### config.mk
export PLATFORM = sky130hd
export DESIGN_NAME = video_timing
export DESIGN_NICKNAME = d
export VERILOG_FILES = /design/src/rtl/video_timing.sv
export SDC_FILE = /design/constraint.sdc
export NUM_CORES = 1
export LEC_CHECK = 0
export ABC_AREA = 0
export CAP_MARGIN = 5
export CORE_UTILIZATION = 47
export DETAILED_ROUTE_END_ITERATION = 6
export PLACE_DENSITY_LB_ADDON = 0.12
export SYNTH_ARGS = -nofsm -noshare
export SYNTH_HDL_FRONTEND = slang
export SYNTH_SLANG_ARGS = --single-unit
### constraint.sdc
create_clock -name CLK_24M -period 1.84 [get_ports CLK_24M]
set_input_delay 0.552 -clock CLK_24M [delete_from_list [all_inputs] [get_ports CLK_24M]]
set_output_delay 0.552 -clock CLK_24M [all_outputs]
set_load 0.02 [all_outputs]
### src/rtl/video_timing.sv
// Raster timing generator: samples the 6 MHz pixel clock level on CLK_24M,
// derives the pixel enable, H/V counters, sync/blank decode and line/frame strobes.
module video_timing #(
  parameter int unsigned H_ACTIVE       = 320,
  parameter int unsigned H_SYNC_START   = 336,
  parameter int unsigned H_SYNC_LEN     = 29,
  parameter int unsigned H_TOTAL        = 384,
  parameter int unsigned V_ACTIVE_START = 16,
  parameter int unsigned V_ACTIVE_END   = 240,
  parameter int unsigned V_SYNC_START   = 248,
  parameter int unsigned V_SYNC_LEN     = 8,
  parameter int unsigned V_TOTAL        = 264
) (
  input  logic       CLK_24M,
  input  logic       RESET,
  input  logic       CLK_6MB,
  output logic       PIX_EN,
  output logic [8:0] H_COUNT,
  output logic [8:0] V_COUNT,
  output logic       nHSYNC,
  output logic       nVSYNC,
  output logic       nBNK,
  output logic       LINE_STB,
  output logic       FRAME_STB,
  output logic       VBL_IRQ
);

  localparam int unsigned CW = 9;

  localparam logic [CW-1:0] H_LAST   = CW'(H_TOTAL - 1);
  localparam logic [CW-1:0] V_LAST   = CW'(V_TOTAL - 1);
  localparam logic [CW-1:0] H_ACT    = CW'(H_ACTIVE);
  localparam logic [CW-1:0] HS_BEG   = CW'(H_SYNC_START);
  localparam logic [CW-1:0] HS_END   = CW'(H_SYNC_START + H_SYNC_LEN);
  localparam logic [CW-1:0] VA_BEG   = CW'(V_ACTIVE_START);
  localparam logic [CW-1:0] VA_END   = CW'(V_ACTIVE_END);
  localparam logic [CW-1:0] VS_BEG   = CW'(V_SYNC_START);
  localparam logic [CW-1:0] VS_END   = CW'(V_SYNC_START + V_SYNC_LEN);

  logic          c6_d;
  logic [CW-1:0] h_nxt;
  logic [CW-1:0] v_nxt;
  logic          line_adv;
  logic          hsync_n_nxt;
  logic          vsync_n_nxt;
  logic          bnk_n_nxt;
  logic          frame_nxt;
  logic          vbl_nxt;

  // Rising-edge detect of the pixel clock level; gated so reset never advances.
  assign PIX_EN = CLK_6MB & ~c6_d & ~RESET;

  // Next counter values; hold on cycles without a pixel advance.
  always_comb begin
    h_nxt    = H_COUNT;
    v_nxt    = V_COUNT;
    line_adv = 1'b0;
    if (PIX_EN) begin
      if (H_COUNT == H_LAST) begin
        h_nxt    = '0;
        line_adv = 1'b1;
      end else begin
        h_nxt = H_COUNT + CW'(1);
      end
    end
    if (line_adv) begin
      if (V_COUNT == V_LAST) begin
        v_nxt = '0;
      end else begin
        v_nxt = V_COUNT + CW'(1);
      end
    end
  end

  // Decode from next values so registered sync/blank line up with the counters.
  always_comb begin
    hsync_n_nxt = ~((h_nxt >= HS_BEG) && (h_nxt < HS_END));
    vsync_n_nxt = ~((v_nxt >= VS_BEG) && (v_nxt < VS_END));
    bnk_n_nxt   = (h_nxt < H_ACT) && (v_nxt >= VA_BEG) && (v_nxt < VA_END);
    frame_nxt   = line_adv && (v_nxt == '0);
    vbl_nxt     = line_adv && (v_nxt == VA_END);
  end

  // c6_d resets high to match the divider, so release needs a fresh rising edge.
  always_ff @(posedge CLK_24M or posedge RESET) begin
    if (RESET) begin
      c6_d      <= 1'b1;
      H_COUNT   <= '0;
      V_COUNT   <= '0;
      nHSYNC    <= 1'b1;
      nVSYNC    <= 1'b1;
      nBNK      <= 1'b0;
      LINE_STB  <= 1'b0;
      FRAME_STB <= 1'b0;
      VBL_IRQ   <= 1'b0;
    end else begin
      c6_d      <= CLK_6MB;
      H_COUNT   <= h_nxt;
      V_COUNT   <= v_nxt;
      nHSYNC    <= hsync_n_nxt;
      nVSYNC    <= vsync_n_nxt;
      nBNK      <= bnk_n_nxt;
      LINE_STB  <= line_adv;
      FRAME_STB <= frame_nxt;
      VBL_IRQ   <= vbl_nxt;
    end
  end

endmodule

# Yosys cells after proc, flatten, opt, wreduce, memory -nomap -nowiden
# Index checks and enable logic that the tools add are counted.
[totals]
ff_bits = 25
input_bits = 3
[op_classes]
n_addsub = 2
n_lt_le_gt_ge = 7
eq_ne = 3
muxes = 6
n_bitwise = 6
reduce_logical = 7
[ops]
columns = ["cell", "n"]
rows = [
  ["2-to-1 mux 9 bit", 4],
  ["less-than comparator 9 bit, second input constant", 3],
  ["adder 9 x 1 -> 9 bit, second input constant", 2],
  ["== test 9 bit, second input constant", 2],
  ["== test 9 x 8 -> 1 bit, second input constant", 1],
  [">= comparator 9 x 5 -> 1 bit, second input constant", 1],
  [">= comparator 9 x 8 -> 1 bit, second input constant", 1],
  [">= comparator 9 bit, second input constant", 1],
  ["logical NOT 9 bit", 1],
  ["less-than comparator 9 x 8 -> 1 bit, second input constant", 1],
  ["logical AND 1 bit", 6],
  ["NOT 1 bit", 4],
  ["AND 1 bit", 2],
  ["2-to-1 mux 1 bit", 2],
]

# Depth between registers and ports, before layout
# Gate-level depths: netlist of the first run.
[depth]
ltp_word = 8
mapped_depth = 10

# Least setup slack after synthesis of the first run
# OpenSTA, ideal clock, no wires.
[synth_timing]
kind = "reg-to-reg"
from = "register H_COUNT[0]"
to = "register FRAME_STB"
arrival_ns = 1.993
path_slack_ns = -0.258
stages_incl_launch_ff = 7
n_path_buf = 1
period_less_slack_ns = 2.098
cell_sequence = "dfrtp_1 -> ha_1 -> and4bb_4 -> nand3_4 -> buf_6 -> or3_4 -> nor4b_1"
[synth_between]
elab_chain_cells = 6
[synth_lines]
columns = ["element", "line_no", "rtl"]
rows = [
  ["from (decl)", "18", "output logic [8:0] H_COUNT,"],
  ["from (signal assigned)", "98", "H_COUNT <= h_nxt;"],
  ["== test 9 bit (*)", "59", "if (H_COUNT == H_LAST) begin"],
  ["2-to-1 mux 1 bit (*)", "59", ""],
  ["2-to-1 mux 1 bit (*)", "58", "if (PIX_EN) begin"],
  ["2-to-1 mux 9 bit", "66", "if (line_adv) begin"],
  ["logical NOT 9 bit", "80", "frame_nxt = line_adv && (v_nxt == '0);"],
  ["logical AND 1 bit (*)", "80", ""],
  ["net frame_nxt", "47", "logic frame_nxt;"],
  ["to (signal assigned)", "104", "FRAME_STB <= frame_nxt;"],
  ["to (decl)", "24", "output logic FRAME_STB,"],
]
# The timed path passes the listed nets; every way through them passes the cells marked *.

# Worst setup path in the final report of the first run
[layout_timing]
from = "register H_COUNT[1]"
to = "register nVSYNC"
[layout_between]
elab_chain_cells = 7
word_cells_on_any_way = 8
cone_classes = "2 x order compare; 1 x eq/ne; 3 x mux; 1 x bitwise; 1 x reduce/logical"
[layout_lines]
columns = ["element", "line_no", "rtl"]
rows = [
  ["== test 9 bit (*)", "59", ""],
  ["2-to-1 mux 1 bit (*)", "59", ""],
  ["2-to-1 mux 1 bit (*)", "58", ""],
  ["2-to-1 mux 9 bit (*)", "66", ""],
  ["net v_nxt[8]", "42", "logic [CW-1:0] v_nxt;"],
  [">= comparator 9 x 8 -> 1 bit / less-than comparator 9 bit (equally long branches)", "78", "vsync_n_nxt = ~((v_nxt >= VS_BEG) && (v_nxt < VS_END));"],
  ["logical AND 1 bit (*)", "78", ""],
  ["NOT 1 bit (*)", "78", ""],
  ["net vsync_n_nxt", "45", "logic vsync_n_nxt;"],
  ["to (signal assigned)", "101", "nVSYNC <= vsync_n_nxt;"],
  ["to (decl)", "21", "output logic nVSYNC,"],
]
# Marks and branches as above.

==> flow_summary_export.csv, run 1 <==
group,metric,value,unit
clock_tree,cts_h_tree_depth,1,
die,dieWidth,58.7,µm
run_status,outcome,"finished with violations",
global_routing,grt_start_max_net_pins,26,
logic_synthesis,synth_most_common_cell,"sky130_fd_sc_hd__dfrtp_1",
critical_path,worst_setup_path_end_kind,"register",
sta,rel_slew_slack,61.8,%
die,rows,20,
placement,pre_cts_slack,-0.796,ns
placement,placement.cell_area,2100,µm²
placement,post-dp-hpwl,2.82,mm
die,floorplan.die.height,58.7,µm
logic_synthesis,number_of_synthesized_flops_with_an_enable_pin,0,
logic_synthesis,synth_warnings,0,
run,reported_max_cap_violation_count,0,
clock_tree,cts.root.buffer_cell,"sky130_fd_sc_hd__clkbuf_4",
pwr,power_switching,442,µW
final_layout,final_util,76.6,%
logic_synthesis,synthesis.instances,156,
sta,finalClockSkew,0.00959,ns
critical_path,critical_path_class,"register to register",
final_layout,stdcell_area,2340,µm²
pwr,power-per-cell-area,556,nW/µm²
critical_path,timing.critical_path.from_type,"register",
routing,sum_of_routed_wire_length_over_all_layers,4.34,mm
min_path,worstHoldPathType,"primary input to asynchronous set/reset pin",
logic_synthesis,synth_seq_area_share,41.6,%
final_layout,post_route_cells_drive_above_1_share,44.7,%
sta,report.final.hold_viol_count,0,
placement,port_buffers,27,
die,coreArea,3050,µm²
sta,post-route-min-period,1.96,ns
pwr,cell_internal_pwr,859,µW
sta,worstMarginPinSlew,0.570,ns
routing,drt_drc_violations_left,0,
sta,postLayoutSetupSlackWorst,-0.119,ns
final_layout,final.fill_count,220,
logic_synthesis,yosys_most_used_dff,"sky130_fd_sc_hd__dfrtp_1",
critical_path,critical_path_required,2.12,ns
logic_synthesis,postSynthRegisterBits,25,
clock_tree,insertion_delay,0.33,ns
sta,timing_max_transition_violations_final,0,
die,design.die.area,3450,µm²
pwr,power_frac_clock,20.4,%
logic_synthesis,synth_commonest_cells,"sky130_fd_sc_hd__dfrtp_1 (22), sky130_fd_sc_hd__nand2_1 (21), sky130_fd_sc_hd__a21oi_1 (9), sky130_fd_sc_hd__nand3_1 (7), sky130_fd_sc_hd__nor2_1 (7)",
logic_synthesis,syn_area,1510,µm²
die,pin_count,28,
sta,timing.fmax,511,MHz
routing,wl_per_cell,16.0,µm
logic_synthesis,syn-num-nets,161,
clock_tree,clkSlewWorstSetupHoldPaths,0.15,ns
logic_synthesis,synthDominantCellAreaShare,36.4,%
run_status,violations,"setup timing",
clock_tree,cts_inserted_buffers,3,
logic_synthesis,netlist.top_cell.by_area,"sky130_fd_sc_hd__dfrtp_1",
sta,finalSetupViolations,6,
critical_path,arrival,2.24,ns
pwr,peakVddDrop,420,µV
pwr,net_sw_share,34.0,%
routing,detail_route.iter0.violations,112,
pwr,p_comb_share,32.6,%
final_layout,antenna-diode-count,0,
clock_tree,cts_tree,"built",
routing,detail-route-antenna-nets,0,
pwr,power.share.sequential,47.0,%
routing,drt_pre_antenna_iters,4,
final_layout,finish.net_count,234,
critical_path,crit_path_max_fanout,7,
clock_tree,clockBufferDepth,2,
routing,dr_total_vias,1533,
global_routing,gr-total-overflow,0,
routing,viasPerCell,5.64,
global_routing,grt_pass1_wl,6.58,mm
logic_synthesis,synth_cell_types,49,
logic_synthesis,synthArstFlopShare,100,%
global_routing,grt_pass1_vias,1501,
global_routing,number_of_antenna_violations_at_the_first_check_in_global_routing,0,
logic_synthesis,syn_area_per_cell,9.70,µm²
pwr,total_leakage_power,1.12,nW
logic_synthesis,synth.area.top_cells,"sky130_fd_sc_hd__dfrtp_1 (36%), sky130_fd_sc_hd__dfstp_2 (5.2%), sky130_fd_sc_hd__nand2_1 (5.2%)",
die,initial_utilization,49.5,%
placement,place.gp.congestion,0.891,
global_routing,grtUsageTotal,25.1,%
sta,final.hold.worst_slack,0.265,ns
sta,min_period_over_period,106,%
final_layout,syn_to_final_growth,54.7,%
clock_tree,clock_sinks,25,
sta,final.setup.tns,-0.463,ns
sta,unrepaired_setup_endpoints_after_global_routing,"true",
[cell families (layout without fill, tap and decap cells)]
family,count (synthesis),after routing,share of synthesized area (%)
DFF,25,25,41.6
buffers and inverters,14,86,6.12
AOI/OAI and AO/OA,31,31,12.8
adders and majority gates,2,2,1.65
muxes,1,1,0.662
and+or+nand+nor,73,73,31.3
xor gates and xnor gates,10,10,5.79
[through the flow]
step | power, mW | std cells
3_5_place_dp | 1.02 | 255
3_3_place_gp | 0.995 | 255
2_1_floorplan | 0.837 | 156
5_1_grt | 1.37 | 272
6_report | 1.30 | 272
4_1_cts | 1.30 | 269
[cell usage in the layout, fill, tap and decap left out, drive strengths merged, types with 2 or more instances in the layout]
master,count
buf,53
and4,4
o31ai,2
dlygate4sd2,19
a21oi,9
nor4,2
o21ai,10
inv,3
nor3b,3
and3b,2
nand2,21
a21o,2
nand3,8
or3,3
xor2,6
o211ai,2
dfrtp,22
nand4,7
dfstp,3
clkdlybuf4s15,4
and3,4
clkbuf,4
nand3b,3
xnor2,4
nor2,8
nor4b,2
ha,2
[worst paths after layout]
kind                                 startpoint                    to  slack [ns]  cells after the start
max reg2reg                H_COUNT[1]$_DFF_PP0_      nVSYNC$_DFF_PP1_       -0.12                      9
max in group asynchronous                 RESET        c6_d$_DFF_PP1_        1.28                      3
max                        H_COUNT[1]$_DFF_PP0_      nVSYNC$_DFF_PP1_       -0.12                      9
min reg2reg                H_COUNT[8]$_DFF_PP0_  H_COUNT[8]$_DFF_PP0_        0.63                      3
min                                       RESET   FRAME_STB$_DFF_PP0_        0.26                      3
min in group CLK_24M                    CLK_6MB        c6_d$_DFF_PP1_        0.53                      2
[final cells by class]
class	count	area (µm²)	area share, %
multi-input cells	117	946	40.4
repair buffers	78	647	27.6
flip-flops and latches	25	637	27.2
well taps	44	55.1	2.35
inverters	4	25.0	1.07
clock buffers	3	22.5	0.963
clock inverters	1	7.51	0.321
[what timing repair did]
item	4_1_cts	5_1_grt
setup endpoints to repair	37	11
hold buffers	0	0
resized for setup	55	20
pin swaps	9	10
buffers inserted	10	3
[critical path, cell delays in order (launching register included)]
cell and delay (ns):
sky130_fd_sc_hd__dfrtp_2 0.40, sky130_fd_sc_hd__buf_6 0.10, sky130_fd_sc_hd__ha_4 0.14, sky130_fd_sc_hd__and4bb_4 0.28
sky130_fd_sc_hd__nand3_4 0.16, sky130_fd_sc_hd__buf_6 0.17, sky130_fd_sc_hd__buf_4 0.13, sky130_fd_sc_hd__o31ai_4 0.24
sky130_fd_sc_hd__buf_4 0.17, sky130_fd_sc_hd__nand3b_1 0.12
[flip-flops by register name, summed over array words and instances, names as in the netlist]
| name | count |
|---|---|
| H_COUNT | 9 |
| V_COUNT | 9 |
| FRAME_STB | 1 |
| LINE_STB | 1 |
| VBL_IRQ | 1 |
| c6_d | 1 |
| nBNK | 1 |
| nHSYNC | 1 |
| nVSYNC | 1 |
[power groups by stage]
stage | registers (mW) | logic [mW] | clock network, mW
3_5_place_dp | 0.626 | 0.392 | 0
4_1_cts | 0.610 | 0.419 | 0.271
6_report | 0.612 | 0.424 | 0.265
5_1_grt | 0.617 | 0.455 | 0.294
2_1_floorplan | 0.703 | 0.134 | 0
3_3_place_gp | 0.621 | 0.374 | 0
[metal layers]
layer	track usage (%)	part of all wire (%)	up-vias
li1	-	-	715
met1	29.3	39	739
met2	46.4	53	64
met3	2.64	5.0	15
met4	10.2	2.9	0
met5	0	0	-
(Power assumes the default switching activity.)
==> run 2, diff against run 1 <==
--- a/config.mk
+++ b/config.mk
@@ -10,6 +10,7 @@
 export CORE_UTILIZATION = 47
 export DETAILED_ROUTE_END_ITERATION = 6
 export PLACE_DENSITY_LB_ADDON = 0.12
+export RECOVER_POWER = 100
 export SYNTH_ARGS = -nofsm -noshare
 export SYNTH_HDL_FRONTEND = slang
 export SYNTH_SLANG_ARGS = --single-unit
==> flow_summary_export.csv, run 2 (same netlist as run 1, synthesis figures left out) <==
group,metric,value,unit
critical_path,r2r-start,"H_COUNT[1]$_DFF_PP0_",
clock_tree,cts_inserted_buffers,3,
global_routing,grt_pass1_wl,6.58,mm
global_routing,grt_pass1_vias,1501,
global_routing,number_of_antenna_violations_at_the_first_check_in_global_routing,0,
sta,finalSetupViolations,6,
clock_tree,cts_h_tree_depth,1,
clock_tree,cts_tree,"built",
clock_tree,clockBufferDepth,2,
critical_path,path_cells,"buf_6, ha_4, and4bb_4, nand3_4, buf_6, buf_4, o31ai_4, buf_4, nand3b_1",
final_layout,commonest_non_fill_non_tap_cell_in_the_layout,"sky130_fd_sc_hd__buf_4",
die,floorplan.die.height,58.7,µm
final_layout,mostFrequentLayoutCells,"sky130_fd_sc_hd__buf_4 (44), sky130_fd_sc_hd__nand2_1 (19), sky130_fd_sc_hd__dlygate4sd2_1 (19)",
final_layout,reg_top3,"H_COUNT x9, V_COUNT x9",
routing,met1Wirelength,1.68,mm
routing,wl_per_cell,15.9,µm
run,reported_max_cap_violation_count,0,
clock_tree,hold_buffers,0,
routing,topRoutingLayerUsed,"met4",
critical_path,worst_setup_path_startpoint,"H_COUNT[1]$_DFF_PP0_",
sta,timing.fmax,511,MHz
placement,pre_cts_slack,-0.796,ns
clock_tree,insertion_delay,0.33,ns
min_path,worstHoldPathType,"primary input to register",
die,initial_utilization,49.5,%
final_layout,final.fill_count,219,
sta,worstMarginPinSlew,1.38,ns
critical_path,worst_setup_path_end_kind,"register",
final_layout,antenna-diode-count,0,
critical_path,crit_slowest_cell,"sky130_fd_sc_hd__dfrtp_2",
clock_tree,clock_sinks,25,
routing,detail-route-antenna-nets,0,
routing,detail_route.iter0.violations,109,
routing,wl_met2,2.33,mm
critical_path,critical_path_class,"register to register",
placement,post-dp-hpwl,2.82,mm
die,design.die.area,3450,µm²
critical_path,r2r_cells,9,
sta,unrepaired_setup_endpoints_after_global_routing,"true",
pwr,total_leakage_power,1.10,nW
die,coreArea,3050,µm²
final_layout,finish.net_count,234,
sta,post-route-min-period,1.96,ns
sta,rel_slew_slack,8.18,%
routing,viasPerCell,5.64,
final_layout,final_cells,272,
critical_path,crit_path_max_fanout,7,
clock_tree,clkSlewWorstSetupHoldPaths,0.16,ns
global_routing,grt_start_max_net_pins,26,
critical_path,crit_path_end,"nVSYNC$_DFF_PP1_",
routing,drt_drc_violations_left,0,
run_status,violations,"setup timing",
die,dieWidth,58.7,µm
critical_path,critical_path_required,2.12,ns
routing,dr_total_vias,1535,
placement,placed_cells_incl_taps,255,
global_routing,gr-total-overflow,0,
pwr,power-per-cell-area,558,nW/µm²
sta,finalClockSkew,0.00962,ns
final_layout,syn_to_final_growth,53.8,%
pwr,peakVddDrop,419,µV
final_layout,final_util,76.2,%
sta,postLayoutSetupSlackWorst,-0.117,ns
pwr,report.power.total,1.30,mW
final_layout,post_route_cells_drive_above_1_share,43.4,%
critical_path,worst-r2r-setup-slack,-0.12,ns
critical_path,arrival,2.24,ns
die,pin_count,28,
critical_path,regToRegEndpoint,"nVSYNC$_DFF_PP1_",
placement,port_buffers,27,
sta,final.hold.worst_slack,0.530,ns
global_routing,grtUsageTotal,25.1,%
critical_path,timing.critical_path.from_type,"register",
placement,place.gp.congestion,0.891,
clock_tree,cts.root.buffer_cell,"sky130_fd_sc_hd__clkbuf_4",
sta,report.final.hold_viol_count,0,
die,rows,20,
run_status,outcome,"finished with violations",
critical_path,timing.critical_path.slowest_cell_delay,0.40,ns
routing,drt_pre_antenna_iters,4,
sta,min_period_over_period,106,%
routing,route.met3.wl,212,µm
sta,timing_max_transition_violations_final,0,
routing,sum_of_routed_wire_length_over_all_layers,4.34,mm
run 2: cell types whose count changed in the layout (fill, tap and decap cells not counted), sizes merged:
cell and change:
clkbuf +2, buf -2
run 2: repair_timing:
| item | 4_1_cts | 5_1_grt |
|---|---|---|
| buffers inserted | 10 | 3 |
| endpoints found under the setup margin | 37 | 11 |
| gates resized for setup | 55 | 20 |
| gates cloned | 0 | 0 |
| pin swaps | 9 | 10 |
run 2: worst min-delay path by stage:
stage,start,to,slack [ns],depth (start not counted)
floorplan,CLK_6MB,c6_d$_DFF_PP1_,0.56,0
global placement,V_COUNT[1]$_DFF_PP0_,V_COUNT[1]$_DFF_PP0_,0.50,2
detailed placement,V_COUNT[1]$_DFF_PP0_,V_COUNT[1]$_DFF_PP0_,0.52,2
CTS,RESET,V_COUNT[6]$_DFF_PP0_,0.36,3
global route,CLK_6MB,c6_d$_DFF_PP1_,0.52,2
finish,CLK_6MB,c6_d$_DFF_PP1_,0.53,2
run 2: critical path, delay by kind of cell, from the launching register on:
family,cells,cell delay [ns]
compound gates,1,0.24
simple gates,3,0.55
flops,1,0.40
buf+inv,4,0.57
fa+ha+maj,1,0.14
run 2: power by group:
part / internal [mW] / switching (mW) / leakage [nW] / total (mW)
Combinational: 0.187 / 0.236 / 0.764 / 0.423
Sequential: 0.587 / 0.0243 / 0.325 / 0.612
Clock: 0.0831 / 0.182 / 0.0139 / 0.265
run 2: layout make-up:
class                      instances  area, µm²  area share, %
clock buffer                       3       22.5          0.968
clock inverter                     1       7.51          0.323
inverter                           4       25.0           1.08
multi-input combinational        117        938           40.3
sequential                        25        637           27.4
tap                               44       55.1           2.37
timing repair buffer              78        642           27.6
run 2: metal layers:
layer  track usage (%)  vias to the layer above
met5                 0                        -
met4              10.2                        0
met3              2.64                       13
met2              46.4                       63
met1              29.3                      743
li1                  -                      716
run 2: stage by stage:
stage / instance area [µm²] / TNS [ns]
after detailed placement: 2100 / -8.74
after global routing: 2330 / -1.26
after global placement: 2100 / -8.18
final: 2330 / -0.476
after CTS: 2250 / -0.367
after floorplan: 1560 / -0.262
